$ cat config.mk
export PLATFORM = sky130hd
export DESIGN_NAME = gerador_acionamento_flat
export DESIGN_NICKNAME = d
export VERILOG_FILES = /design/src/rtl/gerador_acionamento_if.sv /design/src/rtl/gerador_acionamento.sv /design/src/flat_wrapper.sv
export SDC_FILE = /design/constraint.sdc
export NUM_CORES = 1
export LEC_CHECK = 0
export CAP_MARGIN = 10
export CORE_AREA = 5 5 77 131
export CTS_CLUSTER_DIAMETER = 60
export DETAILED_ROUTE_END_ITERATION = 8
export DIE_AREA = 0 0 82 136
export PLACE_DENSITY = 0.58
export SYNTH_ARGS = -nofsm -noshare
export SYNTH_HDL_FRONTEND = slang
export SYNTH_SLANG_ARGS = --single-unit
$ cat constraint.sdc
create_clock -name clk -period 4.3 [get_ports clk]
set_input_delay 0.43 -clock clk [delete_from_list [all_inputs] [get_ports clk]]
set_output_delay 0.43 -clock clk [all_outputs]
set_load 0.005 [all_outputs]
$ cat src/rtl/gerador_acionamento_if.sv
// Command and emulated-signal bundle between a test controller (master)
// and the button/presence-sensor stimulus generator (slave).
interface gerador_acionamento_if;
    logic        cmd_valid;
    logic [1:0]  cmd_op;
    logic [15:0] cmd_arg;
    logic        cmd_ready;
    logic        abort;
    logic        push_button;
    logic        infravermelho;
    logic        busy;
    logic        done;

    modport master (
        output cmd_valid, cmd_op, cmd_arg, abort,
        input  cmd_ready, push_button, infravermelho, busy, done
    );

    modport slave (
        input  cmd_valid, cmd_op, cmd_arg, abort,
        output cmd_ready, push_button, infravermelho, busy, done
    );
endinterface

$ cat src/rtl/gerador_acionamento.sv
// Emulates a bouncing push button (short/long press) and a presence sensor
// pulse for exercising a debounce controller; all durations count tick_1ms.
module gerador_acionamento #(
    parameter int DEBOUNCE_P        = 300,
    parameter int SWITCH_MODE_MIN_T = 5000,
    parameter int BOUNCE_N          = 4,
    parameter int BOUNCE_T          = 2
) (
    input  logic                    clk,
    input  logic                    rst,
    input  logic                    tick_1ms,
    gerador_acionamento_if.slave    bus
);

    localparam logic [15:0] BOUNCE_LEN = 16'(2 * BOUNCE_N * BOUNCE_T);
    localparam logic [15:0] SHORT_LEN  = 16'(2 * DEBOUNCE_P);
    localparam logic [15:0] LONG_LEN   = 16'(SWITCH_MODE_MIN_T + DEBOUNCE_P);
    localparam logic [15:0] GAP_LEN    = 16'(DEBOUNCE_P);
    localparam logic [15:0] BT_LAST    = 16'(BOUNCE_T - 1);

    if (2 * DEBOUNCE_P >= SWITCH_MODE_MIN_T) begin : g_chk_press
        $error("2*DEBOUNCE_P must be less than SWITCH_MODE_MIN_T");
    end
    if (SWITCH_MODE_MIN_T + DEBOUNCE_P > 65535) begin : g_chk_long
        $error("SWITCH_MODE_MIN_T+DEBOUNCE_P exceeds the 16-bit phase counter");
    end
    if (2 * BOUNCE_N * BOUNCE_T > 65535) begin : g_chk_bounce
        $error("2*BOUNCE_N*BOUNCE_T exceeds the 16-bit phase counter");
    end
    if (BOUNCE_T < 1) begin : g_chk_bt
        $error("BOUNCE_T must be at least 1");
    end

    typedef enum logic [2:0] {
        IDLE, PR_BOUNCE, PR_HOLD, RL_BOUNCE, RL_GAP, PRES_ON, DONE
    } state_t;

    // Bounce phases vanish entirely when BOUNCE_N is zero.
    function automatic state_t press_entry();
        return (BOUNCE_N > 0) ? PR_BOUNCE : PR_HOLD;
    endfunction

    function automatic state_t next_phase(input state_t s);
        case (s)
            PR_BOUNCE: return PR_HOLD;
            PR_HOLD:   return (BOUNCE_N > 0) ? RL_BOUNCE : RL_GAP;
            RL_BOUNCE: return RL_GAP;
            default:   return DONE;
        endcase
    endfunction

    state_t      state_q, state_d;
    logic [15:0] cnt_q, cnt_d;
    logic [15:0] bt_q, bt_d;
    logic        pb_q, pb_d;
    logic        ir_q, ir_d;
    logic        done_q, done_d;
    logic        busy_q, busy_d;
    logic        ready_q, ready_d;
    logic [1:0]  op_q, op_d;
    logic [15:0] arg_q, arg_d;

    logic [15:0] phase_len;
    logic        go;
    state_t      nxt;

    always_comb begin
        phase_len = 16'd1;
        case (state_q)
            PR_BOUNCE, RL_BOUNCE: phase_len = BOUNCE_LEN;
            PR_HOLD:              phase_len = op_q[0] ? LONG_LEN : SHORT_LEN;
            RL_GAP:               phase_len = GAP_LEN;
            PRES_ON:              phase_len = (arg_q == 16'd0) ? 16'd1 : arg_q;
            default:              phase_len = 16'd1;
        endcase
    end

    always_comb begin
        state_d = state_q;
        cnt_d   = cnt_q;
        bt_d    = bt_q;
        pb_d    = pb_q;
        ir_d    = ir_q;
        done_d  = 1'b0;
        busy_d  = busy_q;
        ready_d = ready_q;
        op_d    = op_q;
        arg_d   = arg_q;
        go      = 1'b0;
        nxt     = state_q;

        case (state_q)
            IDLE: begin
                // A coincident abort suppresses acceptance.
                if (bus.cmd_valid && !bus.abort) begin
                    go    = 1'b1;
                    op_d  = bus.cmd_op;
                    arg_d = bus.cmd_arg;
                    case (bus.cmd_op)
                        2'b10:   nxt = PRES_ON;
                        2'b11:   nxt = DONE;
                        default: nxt = press_entry();
                    endcase
                end
            end
            DONE: begin
                go  = 1'b1;
                nxt = IDLE;
            end
            default: begin
                if (tick_1ms) begin
                    if (cnt_q == phase_len - 16'd1) begin
                        go  = 1'b1;
                        nxt = next_phase(state_q);
                    end else begin
                        cnt_d = cnt_q + 16'd1;
                        if (state_q == PR_BOUNCE || state_q == RL_BOUNCE) begin
                            if (bt_q == BT_LAST) begin
                                bt_d = 16'd0;
                                pb_d = ~pb_q;
                            end else begin
                                bt_d = bt_q + 16'd1;
                            end
                        end
                    end
                end
            end
        endcase

        if (state_q != IDLE && bus.abort) begin
            go  = 1'b1;
            nxt = IDLE;
        end

        // Every state entry restarts the counters and loads the entry outputs.
        if (go) begin
            state_d = nxt;
            cnt_d   = 16'd0;
            bt_d    = 16'd0;
            pb_d    = (nxt == PR_BOUNCE) || (nxt == PR_HOLD);
            ir_d    = (nxt == PRES_ON);
            done_d  = (nxt == DONE);
            busy_d  = (nxt != IDLE);
            ready_d = (nxt == IDLE);
        end
    end

    always_ff @(posedge clk) begin
        if (rst) begin
            state_q <= IDLE;
            cnt_q   <= 16'd0;
            bt_q    <= 16'd0;
            pb_q    <= 1'b0;
            ir_q    <= 1'b0;
            done_q  <= 1'b0;
            busy_q  <= 1'b0;
            ready_q <= 1'b1;
        end else begin
            state_q <= state_d;
            cnt_q   <= cnt_d;
            bt_q    <= bt_d;
            pb_q    <= pb_d;
            ir_q    <= ir_d;
            done_q  <= done_d;
            busy_q  <= busy_d;
            ready_q <= ready_d;
        end
        op_q  <= op_d;
        arg_q <= arg_d;
    end

    assign bus.push_button   = pb_q;
    assign bus.infravermelho = ir_q;
    assign bus.done          = done_q;
    assign bus.busy          = busy_q;
    assign bus.cmd_ready     = ready_q;

endmodule

$ cat src/flat_wrapper.sv
// flat-port wrapper written by rule: the top's interface ports become plain ports
module gerador_acionamento_flat 
#(
    parameter int DEBOUNCE_P        = 300,
    parameter int SWITCH_MODE_MIN_T = 5000,
    parameter int BOUNCE_N          = 4,
    parameter int BOUNCE_T          = 2
)
  (clk, rst, tick_1ms, bus_cmd_valid, bus_cmd_op, bus_cmd_arg, bus_abort, bus_cmd_ready, bus_push_button, bus_infravermelho, bus_busy, bus_done);
  gerador_acionamento_if bus_i ();
  input  logic clk;
  input  logic rst;
  input  logic tick_1ms;
  input wire logic [$bits(bus_i.cmd_valid)-1:0] bus_cmd_valid;
  input wire logic [$bits(bus_i.cmd_op)-1:0] bus_cmd_op;
  input wire logic [$bits(bus_i.cmd_arg)-1:0] bus_cmd_arg;
  input wire logic [$bits(bus_i.abort)-1:0] bus_abort;
  output wire logic [$bits(bus_i.cmd_ready)-1:0] bus_cmd_ready;
  output wire logic [$bits(bus_i.push_button)-1:0] bus_push_button;
  output wire logic [$bits(bus_i.infravermelho)-1:0] bus_infravermelho;
  output wire logic [$bits(bus_i.busy)-1:0] bus_busy;
  output wire logic [$bits(bus_i.done)-1:0] bus_done;
  assign bus_i.cmd_valid = bus_cmd_valid;
  assign bus_i.cmd_op = bus_cmd_op;
  assign bus_i.cmd_arg = bus_cmd_arg;
  assign bus_i.abort = bus_abort;
  assign bus_cmd_ready = bus_i.cmd_ready;
  assign bus_push_button = bus_i.push_button;
  assign bus_infravermelho = bus_i.infravermelho;
  assign bus_busy = bus_i.busy;
  assign bus_done = bus_i.done;
  gerador_acionamento #(.DEBOUNCE_P(DEBOUNCE_P), .SWITCH_MODE_MIN_T(SWITCH_MODE_MIN_T), .BOUNCE_N(BOUNCE_N), .BOUNCE_T(BOUNCE_T)) u_core (.clk(clk), .rst(rst), .tick_1ms(tick_1ms), .bus(bus_i));
endmodule
# Word-level counts from Yosys, hierarchy flattened
# Cells that the tools add are included.
[word_totals] out_inout_bits=5 memories=0 latch_bits=0 word_cells=76 mem_bits_ro=0 inputBits=23 ff_bits=57 mem_bits_rw=0
[op_classes] mul=0 n_div=0 n_shift=0 muxes=22 order_cmp=0 reduce_logical=21 n_bitwise=4 n_addsub=3 n_eq_ne=16
[ops] op="16-bit case mux with 4 select lines" n=1
[ops] op="16-bit by 1-bit adder with 16-bit output (second input constant)" n=2
[ops] op="16-bit two-way mux" n=2
[ops] op="16-bit by 1-bit equality test with 1-bit output (second input constant)" n=1
[ops] op="16-bit equality test" n=1
[ops] op="16-bit zero test" n=1
[ops] op="16-bit by 1-bit subtractor with 16-bit output (second input constant)" n=1
[ops] op="3-bit equality test (second input constant)" n=5
[ops] op="13-bit two-way mux" n=1
[ops] op="3-bit two-way mux" n=4
[ops] op="3-bit case mux with 2 select lines" n=2
[ops] op="1-bit two-way mux" n=10
[ops] op="3-bit by 2-bit equality test with 1-bit output (second input constant)" n=3
[ops] op="3-bit case mux with 3 select lines" n=1
[ops] op="2-bit OR reduction" n=4
[ops] op="3-bit by 1-bit equality test with 1-bit output (second input constant)" n=2
[ops] op="3-bit zero test" n=2
[ops] op="2-bit nonzero test" n=3
[ops] op="3-bit nonzero test" n=2
[ops] op="5-bit AND reduction" n=1
[ops] op="2-bit equality test (second input constant)" n=2
[ops] op="2-bit by 1-bit inequality test with 1-bit output (second input constant)" n=2
[ops] op="1-bit inverter" n=4
[ops] op="4-bit AND reduction" n=1
[ops] op="6 further kinds" n=8

# Logic depth before layout (Yosys ltp)
[depth] ltp_word=12 ltp_mapped=17

# Least setup slack after synthesis
# Ideal clock, no wire load.
[synth_timing] path_kind="register to register" from="register u_core.state_q[1]" to="register u_core.cnt_q[13]" synth_period_minus_slack_ns=3.340 slack_ns=0.960 required_time_ns=4.230 t_arrival_ns=3.271 setup_time_ns=0.070 stages_incl_launch_ff=18 cell_sequence="dfxtp_1 buf_4 and3b_1 buf_6 a31oi_1 buf_4 ha_1 o211ai_2 nor4_1 or2_1 a22oi_1 and3_1 buf_6 a211oi_4 nand3_2 buf_6 or3_1 a21oi_1"
[synth_via] elab_chain_len=10 elab_cells_between_ends=22 classes_between="1 x add/sub; 7 x eq/ne; 5 x mux; 2 x bitwise; 7 x reduce/logical"
[synth_lines] item="start, declared" line="gerador_acionamento.sv:52" text="state_t state_q, state_d;"
[synth_lines] item="start signal, assigned" line="gerador_acionamento.sv:159" text="state_q <= state_d;"
[synth_lines] item="3-bit by 2-bit equality test with 1-bit output / 3-bit by 1-bit equality test with 1-bit output (equally long branches)" line="gerador_acionamento.sv:69" text="case (state_q)"
[synth_lines] item="2-bit OR reduction" line="gerador_acionamento.sv:69"
[synth_lines] item="16-bit case mux with 4 select lines" line="gerador_acionamento.sv:69"
[synth_lines] item="16-bit by 1-bit subtractor with 16-bit output" line="gerador_acionamento.sv:112" text="if (cnt_q == phase_len - 16'd1) begin"
[synth_lines] item="16-bit equality test" line="gerador_acionamento.sv:112"
[synth_lines] item="1-bit two-way mux" line="gerador_acionamento.sv:112"
[synth_lines] item="1-bit two-way mux" line="gerador_acionamento.sv:111" text="if (tick_1ms) begin"
[synth_lines] item="1-bit case mux with 2 select lines" line="gerador_acionamento.sv:92" text="case (state_q)"
[synth_lines] item="1-bit two-way mux" line="gerador_acionamento.sv:130" text="if (state_q != IDLE && bus.abort) begin"
[synth_lines] item="2-bit OR reduction (no line)"
[synth_lines] item="end signal, assigned" line="gerador_acionamento.sv:160" text="cnt_q <= cnt_d;"
[synth_lines] item="end, declared" line="gerador_acionamento.sv:53" text="logic [15:0] cnt_q, cnt_d;"
# Several ways; a longest one is shown, not always the timed one.
# A chain may end at the register's enable or synchronous reset.

# Worst setup path in the final report
[layout_timing] from="register u_core.state_q[0]" to="register u_core.pb_q (netlist: u_core.bus.push_button)"
[layout_via] elab_chain_len=12 elab_cells_between_ends=35 classes_between="1 x add/sub; 11 x eq/ne; 12 x mux; 11 x reduce/logical"
[layout_lines] item="3-bit by 2-bit equality test with 1-bit output / 3-bit by 1-bit equality test with 1-bit output (equally long branches)" line="gerador_acionamento.sv:44, gerador_acionamento.sv:69, gerador_acionamento.sv:117"
[layout_lines] item="2-bit OR reduction" line="gerador_acionamento.sv:69"
[layout_lines] item="16-bit case mux with 4 select lines" line="gerador_acionamento.sv:69"
[layout_lines] item="16-bit by 1-bit subtractor with 16-bit output" line="gerador_acionamento.sv:112"
[layout_lines] item="16-bit equality test" line="gerador_acionamento.sv:112"
[layout_lines] item="3-bit two-way mux" line="gerador_acionamento.sv:112"
[layout_lines] item="3-bit two-way mux" line="gerador_acionamento.sv:111"
[layout_lines] item="3-bit case mux with 2 select lines" line="gerador_acionamento.sv:92"
[layout_lines] item="3-bit two-way mux" line="gerador_acionamento.sv:130"
[layout_lines] item="3-bit by 1-bit equality test with 1-bit output / 3-bit by 2-bit equality test with 1-bit output (equally long branches)" line="gerador_acionamento.sv:140" text="pb_d = (nxt == PR_BOUNCE) || (nxt == PR_HOLD);"
[layout_lines] item="1-bit logical OR" line="gerador_acionamento.sv:140"
[layout_lines] item="1-bit two-way mux" line="gerador_acionamento.sv:136" text="if (go) begin"
[layout_lines] item="end signal, assigned" line="gerador_acionamento.sv:162" text="pb_q <= pb_d;"
[layout_lines] item="end, declared" line="gerador_acionamento.sv:55" text="logic pb_q, pb_d;"
# Several ways; a longest one is shown, not always the timed one.

==> flow_summary.toml <==
[sta]
rsz0062_at_grt = "no"
min_period_over_period = 0.8844
skew_ps = 7.051
fin_tns_setup_ps = 0
tightest_slew_ps = 711.4
relSlewSlack = 0.5236
setup_viol = 0
fmax_ghz = 0.2630
final-max-slew-violation-count = 0
fin_crit_ps = 3803
hold_viol_final = 0
fin_ws_ps = 497.1

[worst_setup_path]
startpoint_type = "register"
crit_type = "register to register"
cp_data_arrival_time_ps = 4050
crit_required_ps = 4550
endpoint_kind = "register"
worst-path-max-fanout = 17

[cts]
cts.clk_slew.worst_paths_ps = 50
h-tree-depth = 3
clk_path_buf_depth = 2
cts_root_buf = "clkbuf_16"
cts_hold_buf = 0
insertion_delay_ps = 330
clkSinkCount = 57
numCtsBuffers = 9
cts_resized = 0
tritoncts = "built"
postCtsSetupBuffers = 0

[floorplanning]
placementRows = 46
die_w_um = 82
coreArea_um2 = 8979
die_area_um2 = 11150
ioPinCount = 28
die_h_um = 136
start_util = 0.3839

[layout]
n_antenna_cell = 0
area_growth_syn_to_layout_pct = 18.69
final_layout_size_suffix_gt1_frac = 0.1111
nets = 427
multi_input_area_um2 = 1981
fill_cells = 933
fin_util = 0.4557
seq_area_um2 = 1311

[global_routing]
track_usage = 0.1736
grt_max_degree = 18
grt-ovfl-total = 0
grt_pass1_wl_um = 14220
antenna_found_initial = 0
grt_pass1_vias = 2955

[routing]
drc = 0
drtAntennaViolNets = 0
drtPass1Iterations = 4
wire_per_inst_um = 16.85
vias_per_cell = 5.465
wl_um = 8844
via_count = 2869
drt_iter0_markers = 204

[logic_synthesis]
synth_cells = 370
synth_area_um2 = 3447
yosysSeqAreaShare = 0.3804
yosysTopAreaCell = "dfxtp_1"
yosys_warnings = 0
ys.flop_type = "dfxtp_1"
netlist_top_cells_count = "40 x dfxtp_1, 40 x nor2_1, 28 x xor2_1"
synth_area_leaders = "dfxtp_1 23%, edfxtp_1 15%, xor2_1 7.1%"
ys_seq_elements = 57
synth_edf_count = 17
syn-num-nets = 397
syn_area_per_cell_um2 = 9.316
synthDominantCellAreaShare = 0.2323
async_flop_share = 0
ys_types = 76

[job]
timing.max_cap.violations = 0

[pwr]
p_switching_uw = 349.5
ir_worst_vdd_v = 0.0002320
clkPwrFrac = 0.477
swShare = 0.2408
seq_power_share = 0.402
p_int_mw = 1.102
power_density_nw_per_um2 = 354.7
share_comb_of_total_power = 0.121
power_mw = 1.451
cellLeakagePower_nw = 1.478

[place]
io_buffers = 27
hpwl_um = 6861
detailedPlace.worstSlack_ps = 518.1
gp_congestion = 0.8605

[status]
status = "complete, no violations"

[hold_path]
hold_class = "register to register"
## worst paths after layout
kind | start | to | slack [ps] | cells after the start
hold / removal | u_core.bus.infravermelho | u_core.bus.infravermelho | 450 | 2
setup reg to reg | u_core.state_q[0] | u_core.bus.push_button | 500 | 14
hold reg to reg | u_core.bus.infravermelho | u_core.bus.infravermelho | 450 | 2
setup / recovery | u_core.state_q[0] | u_core.bus.push_button | 500 | 14
## worst max-delay path, cell delays in order, from the launching register on
cell      delay (ps)
dfxtp_1          510
buf_4            280
and3b_1          200
buf_4            180
nand2_1           80
ha_1             230
o211ai_2         110
nor3_1            90
or3b_1           400
a22oi_1          220
and3_1           410
nand3_1          210
a221oi_1         490
nand3b_1         130
a21oi_1          180
## cell usage in the layout, fill, tap and decap left out, types with 14 or more instances in the layout
cell / netlist / routed
nor2_1: 40 / 40
dfxtp_1: 40 / 40
xor2_1: 28 / 28
clkdlybuf4s50_1: 0 / 27
a21oi_1: 25 / 25
nand2_1: 20 / 20
edfxtp_1: 17 / 17
xnor2_1: 15 / 15
and3_1: 14 / 14
nand3_1: 14 / 14
## cell type report
class                           instances  area share
Clock inverter                          4     0.01040
Sequential cell                        57      0.3205
Multi-Input combinational cell        288      0.4841
Tap cell                              120     0.03670
Timing Repair Buffer                   34     0.07890
Inverter                               10    0.009174
Clock buffer                           12     0.06024
## metrics by stage
stage | std cells | cell area (um^2) | hold WS, ps
floorplan | 370 | 3447 | 438.8
global placement | 509 | 3802 | 437.3
detailed placement | 509 | 3802 | 442.1
CTS | 525 | 4091 | 452.5
global route | 525 | 4091 | 466.0
finish | 525 | 4091 | 453.1
## sequential cells by signal, summed over array words and instances (netlist names)
register / count
u_core.arg_q: 16
u_core.bt_q: 16
u_core.cnt_q: 16
u_core.state_q: 3
u_core.bus.busy: 1
u_core.bus.cmd_ready: 1
u_core.bus.done: 1
u_core.bus.infravermelho: 1
u_core.bus.push_button: 1
u_core.op_q: 1
## per-layer routing
layer | global-route usage | vias to the layer above | share of wire
met5 | 0 | - | 0
met4 | 0.1192 | 0 | 0.057
met3 | 0.04377 | 33 | 0.031
met2 | 0.3137 | 60 | 0.55
met1 | 0.1644 | 1369 | 0.36
li1 | - | 1407 | -
## power groups by stage
stage | registers, mW | clock network (mW) | logic [mW]
after floorplan | 0.588 | 0 | 0.131
after global placement | 0.594 | 0 | 0.172
after detailed placement | 0.595 | 0 | 0.174
after CTS | 0.584 | 0.713 | 0.175
after global routing | 0.585 | 0.740 | 0.189
final | 0.584 | 0.692 | 0.175
## kinds of logic (layout without fill, tap and decap cells)
logic type / after synthesis / count (layout) / synth area share
and+or+nand+nor: 159 / 159 / 0.2690
AOI/OAI and AO/OA: 78 / 78 / 0.1666
DFF: 57 / 57 / 0.3804
xor gates and xnor gates: 45 / 45 / 0.1187
buffers and inverters: 25 / 60 / 0.04501
adders and majority gates: 4 / 4 / 0.01452
muxes: 2 / 2 / 0.005808
Power figures use the tool's default switching activity.
